**config.mk**
```make
export PLATFORM = sky130hd
export DESIGN_NAME = obstacle_place_ctrl
export DESIGN_NICKNAME = d
export VERILOG_FILES = /design/src/rtl/obstacle_place_ctrl.sv
export SDC_FILE = /design/constraint.sdc
export NUM_CORES = 1
export LEC_CHECK = 0
export BUFFER_PORTS_ARGS = -buffer_cell sky130_fd_sc_hd__clkbuf_2
export CAP_MARGIN = 10
export CORE_MARGIN = 8
export CORE_UTILIZATION = 57
export CTS_BUF_LIST = sky130_fd_sc_hd__clkbuf_2
export CTS_CLUSTER_DIAMETER = 50
export DETAILED_ROUTE_END_ITERATION = 7
export PLACE_DENSITY_LB_ADDON = 0.05
export SLEW_MARGIN = 20
export SYNTH_ARGS = -nofsm -noshare
export SYNTH_HDL_FRONTEND = slang
export SYNTH_SLANG_ARGS = --single-unit
```
**constraint.sdc**
```tcl
create_clock -name clk -period 6.4 [get_ports clk]
set_clock_uncertainty 0.1 [all_clocks]
set_input_delay 0.64 -clock clk [delete_from_list [all_inputs] [get_ports clk]]
set_output_delay 0.64 -clock clk [all_outputs]
set_load 0.005 [all_outputs]
```
**src/rtl/obstacle_place_ctrl.sv**
```systemverilog
// Obstacle placement controller: random cell -> legality check -> map write.
// Optional retry abort is enabled by defining OBS_RETRY_LIMIT_EN.
module obstacle_place_ctrl #(
  parameter int MAX_OBS   = 15,
  parameter int MAX_RETRY = 8
) (
  input  logic       clk,
  input  logic       nRst,
  input  logic       enable,
  input  logic       s_reset,
  input  logic       trigger,
  input  logic [7:0] curr_length,
  output logic       rand_req,
  input  logic       rand_valid,
  input  logic [3:0] rand_x,
  input  logic [3:0] rand_y,
  output logic       chk_req,
  output logic [3:0] chk_x,
  output logic [3:0] chk_y,
  input  logic       chk_done,
  input  logic       chk_hit,
  output logic       map_wr,
  output logic [7:0] map_addr,
  output logic       map_clr,
  output logic [3:0] obstacle_count,
  output logic       busy,
  output logic       place_fail
);

  typedef enum logic [1:0] {IDLE, RAND, CHECK, WRITE} state_t;

  state_t     r_state, w_state_next;
  logic [3:0] r_count, r_x, r_y;
  logic       r_pending, r_map_clr;
  logic       w_clear, w_admit, w_start, w_coord_ok, w_abort;
  logic [8:0] w_lhs, w_rhs;
  logic [7:0] w_addr;

  assign w_clear = !enable || s_reset;

  // Density rule keeps the obstacle count below roughly half the snake length.
  assign w_lhs   = ({5'd0, r_count} + 9'd1) << 1;
  assign w_rhs   = {1'b0, curr_length} + 9'd2;
  assign w_admit = !w_clear && (r_count < 4'(MAX_OBS)) &&
                   ((curr_length < 8'd3) || (w_lhs < w_rhs));
  assign w_start = (r_state == IDLE) && (trigger || r_pending) && w_admit;

  // Playfield interior is x 1..14, y 1..10.
  assign w_coord_ok = (rand_x != 4'd0) && (rand_x <= 4'd14) &&
                      (rand_y != 4'd0) && (rand_y <= 4'd10);
  assign w_addr = ({4'd0, r_y} - 8'd1) * 8'd14 + ({4'd0, r_x} - 8'd1);

  assign busy           = (r_state != IDLE);
  assign chk_x          = r_x;
  assign chk_y          = r_y;
  assign obstacle_count = r_count;
  assign map_clr        = r_map_clr;

  always_comb begin
    w_state_next = r_state;
    rand_req     = 1'b0;
    chk_req      = 1'b0;
    map_wr       = 1'b0;
    map_addr     = 8'd0;
    if (w_clear) begin
      w_state_next = IDLE;
    end else begin
      case (r_state)
        IDLE: if (w_start) w_state_next = RAND;
        RAND: begin
          rand_req = 1'b1;
          if (rand_valid) begin
            if (w_coord_ok)   w_state_next = CHECK;
            else if (w_abort) w_state_next = IDLE;
          end
        end
        CHECK: begin
          chk_req = 1'b1;
          if (chk_done) begin
            if (!chk_hit)     w_state_next = WRITE;
            else if (w_abort) w_state_next = IDLE;
            else              w_state_next = RAND;
          end
        end
        WRITE: begin
          map_wr       = 1'b1;
          map_addr     = w_addr;
          w_state_next = IDLE;
        end
        default: w_state_next = IDLE;
      endcase
    end
  end

  always_ff @(posedge clk or negedge nRst) begin
    if (!nRst) begin
      r_state   <= IDLE;
      r_count   <= 4'd0;
      r_x       <= 4'd0;
      r_y       <= 4'd0;
      r_pending <= 1'b0;
      r_map_clr <= 1'b0;
    end else begin
      r_state   <= w_state_next;
      r_map_clr <= w_clear;
      if (w_clear) begin
        r_count   <= 4'd0;
        r_pending <= 1'b0;
      end else begin
        if (r_state == RAND && rand_valid) begin
          r_x <= rand_x;
          r_y <= rand_y;
        end
        if (r_state == WRITE && r_count < 4'(MAX_OBS))
          r_count <= r_count + 4'd1;
        // One-deep queue for triggers that arrive while a placement runs.
        if (w_start)
          r_pending <= 1'b0;
        else if (trigger && r_state != IDLE)
          r_pending <= 1'b1;
      end
    end
  end

`ifdef OBS_RETRY_LIMIT_EN
  localparam int RETRY_W = (MAX_RETRY < 2) ? 1 : $clog2(MAX_RETRY + 1);

  logic [RETRY_W-1:0] r_retry;
  logic               r_place_fail;
  logic               w_fail_attempt;

  assign w_fail_attempt = (r_state == RAND  && rand_valid && !w_coord_ok) ||
                          (r_state == CHECK && chk_done   && chk_hit);
  assign w_abort    = w_fail_attempt && ((int'(r_retry) + 1) >= MAX_RETRY);
  assign place_fail = r_place_fail;

  always_ff @(posedge clk or negedge nRst) begin
    if (!nRst) begin
      r_retry      <= '0;
      r_place_fail <= 1'b0;
    end else begin
      r_place_fail <= !w_clear && w_abort;
      if (w_clear || w_start || w_abort)
        r_retry <= '0;
      else if (w_fail_attempt)
        r_retry <= r_retry + 1'b1;
    end
  end
`else
  assign w_abort    = 1'b0;
  assign place_fail = 1'b0;
`endif

endmodule

```
==> results of run 1 <==
## final timing paths
kind / startpoint / to / slack (ns) / cells after the start
min in group clk: chk_x[0]$_DFFE_PN0P_ / chk_x[0]$_DFFE_PN0P_ / 0.51 / 1
worst min register to register: chk_x[0]$_DFFE_PN0P_ / chk_x[0]$_DFFE_PN0P_ / 0.51 / 1
worst max-delay path: chk_y[2]$_DFFE_PN0P_ / map_addr[6] / 1.76 / 13
worst max register to register: obstacle_count[0]$_DFFE_PN0P_ / r_pending$_DFFE_PN0P_ / 4.24 / 8
worst min-delay path: nRst / map_clr$_DFF_PN0_ / 0.13 / 1
max in group asynchronous: nRst / chk_x[2]$_DFFE_PN0P_ / 5.79 / 1
## sequential cells by signal, summed over array words and instances, names as in the netlist
signal,cells
chk_y,4
chk_x,4
r_state,2
r_pending,1
obstacle_count,4
map_clr,1
## power by group
| group | internal [W] | switching (W) |
|---|---|---|
| clock network | 0.0000136 | 0.0000312 |
| registers | 0.000114 | 0.0000191 |
| logic | 0.000381 | 0.000427 |
## layer usage
layer / track usage / vias to the layer above
met5: 0 / -
met4: 0.0478 / 0
met3: 0.0300 / 2
met2: 0.269 / 37
met1: 0.191 / 639
li1: - / 709
## cells by family after synthesis
family,share of synthesized area
AND/OR/NAND/NOR,0.200
AO/OA/AOI/OAI,0.133
adder cells (fa/ha/maj),0.198
XOR/XNOR,0.109
buffers and inverters,0.0452
flip-flops,0.249
multiplexers,0.0624
other,0.00234
## Yosys cell counts, drive strengths merged (2+ instances only)
cell type | instances | area [µm²]
ha | 19 | 238
dfrtp | 16 | 400
inv | 15 | 56.3
nor2 | 14 | 52.6
nand2 | 10 | 45.0
xnor2 | 10 | 87.6
xor2 | 10 | 87.6
a21oi | 9 | 45.0
mux2 | 8 | 90.1
a21o | 7 | 52.6
nand3 | 6 | 47.6
nor3 | 6 | 35.0
nor4 | 5 | 31.3
a211oi | 4 | 30.0
fa | 4 | 80.1
nor3b | 3 | 27.5
o21ai | 3 | 15.0
a31oi | 2 | 12.5
and2 | 2 | 12.5
and3 | 2 | 17.5
buf | 2 | 12.5
o21bai | 2 | 15.0
o22ai | 2 | 12.5
## per-stage QoR
stage          hold WS [ns]  total power, W
2_1_floorplan         0.244        0.000777
3_3_place_gp          0.442        0.000898
3_5_place_dp          0.473        0.000942
4_1_cts               0.147        0.000994
5_1_grt               0.137         0.00111
6_report              0.134        0.000986
## cell type report
type,count,area (µm²),area share
clock inverter,1,3.75,0.00199
sequential,16,400,0.212
clock buffer,3,15.0,0.00794
inverter,16,60.1,0.0318
tap,31,38.8,0.0205
multi-input combinational,139,1130,0.599
timing repair buffer,48,240,0.127
## critical path, stage by stage, from the launching register on
cell and delay (ns):
dfrtp_1 0.46, nor3_1 0.36, xor2_1 0.27, inv_1 0.10
fa_1 0.56, inv_1 0.08, ha_1 0.30, a21o_1 0.15
a21oi_1 0.17, xnor2_1 0.14, ha_1 0.30, or4b_1 0.53
nand3_1 0.08, clkbuf_2 0.11
==> qor.txt, run 1 <==
DRT antenna net count: 0
clk root buf: clkbuf_2
Antenna Cells: 0
largest net degree at the start of global routing: 17
Mapped Cells: 173
Fin Setup TNS: 0 ns
Fin. Hold Viols: 0
Design Area, Final: 0.00189 mm²
WL final: 3620 µm
average size of a mapped cell: 9.28 µm²
Final Critical Period: 4.64 ns
max_cap viols: 0
Longest Clk Path Bufs: 2
worst setup margin: 1.76 ns
placeable core area: 0.00271 mm²
CTS clk-pin slew, worst paths: 0.15 ns
sequential share of the synthesized area: 0.249
first-pass GRT wire length: 6590 µm
Syn. warnings: 0
Via density: 5.46
Worst setup SP type: register
EDFF count, synth: 0
drt wl/cell: 14.2 µm
Setup Viol. Count Final: 0
Leak Pwr: 0.990 nW
Core Util, Final: 0.698
Seq cells post-synth: 16
input/output buffers: 48
most common cell after layout, fill and taps aside: clkbuf_2
Worst-Skew Late Latency: 0.29 ns
H-tree levels: 1
fill cell count: 218
Worst Path Arrival: 3.90 ns
vias in the first global route: 1527
residual DRC count: 0
PD cells: 521 mW/mm²
die width: 69.1 µm
Yosys cell types: 42
number of clock sinks: 16
run status: finished clean
Met3 Wirelength: 159 µm
total number of vias: 1387
Initial Util: 0.592
Mapped Nets: 220
Hold Crit Class: input pin to asynchronous set/reset pin
die height: 69.1 µm
Final Wtd Congestion: 0.837
DR pass1 iterations: 4
hold_buf cts: 0
Setup WS pre-CTS: 2.07 ns
Post-Layout Cell Count: 254
initial detailed-routing violation count: 56
Core Rows: 19
Area after DPL: 0.00187 mm²
fraction of layout cells with a size suffix above 1: 0.305
initial antenna violation count: 0
Synth async-reset ratio: 1.00
final slew viol count: 0
final worst-path cycle share: 0.725
WS Path Type: register to output pin
I/O Pins: 50
Worst Path Required: 5.66 ns
maximum VDD drop: 785 µV
Worst setup EP type: output pin
Cells after DPL: 250
Most used DFF post-synth: dfrtp_1
Post-Syn Area: 0.00161 mm²
FMAX: 0.216 GHz
met2 wire length: 1750 µm
postcts setup bufs: 0
CTS tree: done
worst-path fanout max: 5
gr ovfl total: 0
Area growth, synth to finish: 17.8%
post-CTS sizing: 0
commonest cells after routing, fill and taps aside: clkbuf_2 (51), ha_1 (19), dfrtp_1 (16)
Nets: 271
dpl hpwl: 3140 µm
RSZ-0062 raised after global routing: no
Max Used Layer: met4
M1 wire length: 1690 µm
Die Area: 0.00477 mm²
GR Util All Layers: 0.157
CTS Buf Count: 3
(Power assumes the default switching activity.)
==> inputs of run 2 (changes only) <==
- ABC_AREA: default -> 1
- CORE_UTILIZATION: 57 -> 53
- clock period: 6.4 -> 4.38 ns (I/O delays scaled with it)
==> run 2 against run 1 <==
Net effect:
- setup slack worse by 1.4 ns
- hold slack better by 0.14 ns
- register-to-register slack worse by 1.8 ns
- total power is 30% higher
- first-iteration DRC count is 16% lower
- largest cell class unchanged
- utilization is 5.4 points lower
- sequential share of layout area is 0.28 points lower
- clock power is 52% higher
==> qor.txt, run 2 <==
vias in the first global route: 1440 (was 1527)
Mapped Cells: 220 (was 173)
initial detailed-routing violation count: 47 (was 56)
residual DRC count: 0 (unchanged)
Hold Crit Endpoint: r_state[1]$_DFFE_PN0P_
Post-Syn Area: 0.00162 mm² (was 0.00161 mm²)
most frequent cells after synthesis: nand2_1 (46), inv_1 (34), ha_1 (19), o21ai_0 (19), nand3_1 (18) (was ha_1 (19), dfrtp_1 (16), inv_1 (15))
Area growth, synth to finish: 18.5% (was 17.8%)
Design Area, Final: 0.00192 mm² (was 0.00189 mm²)
Final Wtd Congestion: 0.780 (was 0.837)
maximum VDD drop: 398 µV (was 785 µV)
initial antenna violation count: 0 (unchanged)
hold path depth: 3
largest net degree at the start of global routing: 17 (unchanged)
Most used DFF post-synth: dfrtp_1 (unchanged)
reg2reg setup slack: 2.41 ns (was 4.24 ns)
CP max stage delay: 0.41 ns (was 0.56 ns)
EDFF count, synth: 0 (unchanged)
Worst Path Required: 3.84 ns (was 5.66 ns)
Syn. warnings: 0 (unchanged)
Antenna Cells: 0 (unchanged)
worst setup margin: 0.345 ns (was 1.76 ns)
Yosys cell types: 25 (was 42)
worst-path fanout max: 5 (unchanged)
placeable core area: 0.00298 mm² (was 0.00271 mm²)
fraction of layout cells with a size suffix above 1: 0.232 (was 0.305)
CP cell instances: inv_1, ha_1, xor2_1, xnor2_1, ha_1, fa_1, ha_1, nand3_1, nand3_1, a21o_1, a21oi_1, o21ai_0, a21oi_1, clkbuf_2 (was nor3_1, xor2_1, inv_1, fa_1, inv_1, ha_1, a21o_1, a21oi_1, xnor2_1, ha_1, or4b_1, nand3_1, clkbuf_2)
H-tree levels: 1 (unchanged)
drt wl/cell: 11.6 µm (was 14.2 µm)
most common cell after layout, fill and taps aside: clkbuf_2 (unchanged)
worst flop-to-flop path endpoint: r_state[1]$_DFFE_PN0P_ (was r_pending$_DFFE_PN0P_)
Worst-Skew Late Latency: 0.30 ns (was 0.29 ns)
Setup Viol. Count Final: 0 (unchanged)
WL final: 3530 µm (was 3620 µm)
commonest cells after routing, fill and taps aside: clkbuf_2 (51), nand2_1 (46), inv_1 (34) (was clkbuf_2 (51), ha_1 (19), dfrtp_1 (16))
Nets: 319 (was 271)
die width: 71.2 µm (was 69.1 µm)
PD cells: 669 mW/mm² (was 521 mW/mm²)
sequential share of the synthesized area: 0.248 (was 0.249)
Longest Clk Path Bufs: 2 (unchanged)
CTS Buf Count: 3 (unchanged)
input/output buffers: 48 (unchanged)
gr ovfl total: 0 (unchanged)
Hold Crit Class: input pin to register (was input pin to asynchronous set/reset pin)
Setup WS pre-CTS: 0.579 ns (was 2.07 ns)
CP most frequent cell: ha_1
Core Util, Final: 0.643 (was 0.698)
area share of the largest cell type after synthesis: 0.248 (was 0.249)
cell taking the most area after synthesis: dfrtp_1 (unchanged)
Leak Pwr: 1.10 nW (was 0.990 nW)
Core Rows: 20 (was 19)
final slew viol count: 0 (unchanged)
WS Path Type: register to output pin (unchanged)
average size of a mapped cell: 7.35 µm² (was 9.28 µm²)
DRT antenna net count: 0 (unchanged)
total number of vias: 1510 (was 1387)
DR pass1 iterations: 4 (unchanged)
number of clock sinks: 16 (unchanged)
hold_sp: chk_done
GR Util All Layers: 0.138 (was 0.157)
Cells after DPL: 299 (was 250)
count leader, synth: nand2_1 (was ha_1)
CTS tree: done (unchanged)
fill cell count: 298 (was 218)
Via density: 4.97 (was 5.46)
run status: finished clean (unchanged)
final worst-path cycle share: 0.921
Worst setup EP type: output pin (unchanged)
dpl hpwl: 3070 µm (was 3140 µm)
Mapped Nets: 267 (was 220)
Post-Layout Cell Count: 304 (was 254)
I/O Pins: 50 (unchanged)
Worst Path Arrival: 3.50 ns (was 3.90 ns)
Synth area leaders: dfrtp_1 (25%), ha_1 (15%), nand2_1 (11%), inv_1 (7.9%), xor2_1 (6.0%) (was dfrtp_1 (25%), ha_1 (15%), mux2_2 (5.6%), xnor2_1 (5.5%), xor2_1 (5.5%))
RSZ-0062 raised after global routing: no (unchanged)
FMAX: 0.248 GHz
Final Critical Period: 4.04 ns
Critical-path top delay cell: fa_1 (unchanged)
CTS clk-pin slew, worst paths: 0.17 ns (was 0.15 ns)
Crit Reg-Reg Startpoint: obstacle_count[0]$_DFFE_PN0P_ (unchanged)
Area after DPL: 0.00188 mm² (was 0.00187 mm²)
worst r2r path cells: 13 (was 8)
Synth async-reset ratio: 1.00 (unchanged)
Fin Setup TNS: 0 ns (unchanged)
Seq cells post-synth: 16 (unchanged)
Worst setup SP type: register (unchanged)
Die Area: 0.00507 mm² (was 0.00477 mm²)
Fin. Hold Viols: 0 (unchanged)
first-pass GRT wire length: 5840 µm (was 6590 µm)
die height: 71.2 µm (was 69.1 µm)
clk root buf: clkbuf_2 (unchanged)
Initial Util: 0.543 (was 0.592)
max_cap viols: 0 (unchanged)
## run 2: cell types whose count changed after synthesis, sizes merged, moves of 7 or more
cell   before  now
o21ai       3   19
nand2      10   47
mux2        8    0
nand3       6   20
inv        15   36
nor2       14   21
## run 2: worst max-delay path, delay by kind of cell (launching register included)
family,cells,cell delay [ns]
adders and majority gates,4,1.29
AOI/OAI and AO/OA,4,0.53
DFF,1,0.40
buffers and inverters,2,0.23
and+or+nand+nor,2,0.21
xor gates and xnor gates,2,0.55
## run 2: worst max-delay path by stage
stage	endpoint	depth (start not counted)	from
floorplan	map_addr[7]	13	chk_y[0]$_DFFE_PN0P_
global placement	map_addr[7]	14	chk_y[0]$_DFFE_PN0P_
detailed placement	map_addr[7]	14	chk_y[0]$_DFFE_PN0P_
CTS	map_addr[7]	14	chk_y[0]$_DFFE_PN0P_
global route	map_addr[7]	14	chk_y[0]$_DFFE_PN0P_
finish	map_addr[7]	14	chk_y[0]$_DFFE_PN0P_
## run 2: final cells by class
| class | count | area, µm² | share of cell area |
|---|---|---|---|
| tap | 33 | 41.3 | 0.0216 |
| timing repair buffer | 49 | 250 | 0.131 |
| clock buffer | 3 | 15.0 | 0.00784 |
| multi-input combinational | 166 | 1070 | 0.558 |
| sequential | 16 | 400 | 0.209 |
| inverter | 36 | 135 | 0.0705 |
| clock inverter | 1 | 3.75 | 0.00196 |
## run 2: timing repair
item,CTS,global route
buffers inserted,0,0
setup endpoints to repair,0,1
hold buffers,1,0
hold endpoints to repair,16,0
resized for setup,0,1
## run 2: kinds of logic after synthesis
kind of cell	after synthesis	share of synthesized area
flops	16	0.248
simple gates	91	0.262
fa+ha+maj	23	0.197
compound gates	36	0.115
xor+xnor	15	0.0813
other cells	1	0.00232
buf+inv	38	0.0952
## run 2: power breakdown
part	switching [W]	total [W]	internal, W
Combinational	0.000584	0.00101	0.000430
Clock	0.0000483	0.0000682	0.0000198
Sequential	0.0000242	0.000199	0.000175
## run 2: through the flow
step           hold slack [ns]  total power, W
2_1_floorplan           0.0424         0.00101
3_3_place_gp             0.298         0.00120
3_5_place_dp             0.295         0.00122
4_1_cts                  0.264         0.00129
5_1_grt                  0.265         0.00145
6_report                 0.276         0.00128
## run 2: per-layer routing
layer	vias to the layer above	routed length (µm)	global-route usage
li1	810	-	-
met1	661	1760	0.174
met2	37	1560	0.228
met3	2	193	0.0363
met4	0	10	0.0300
met5	-	0	0
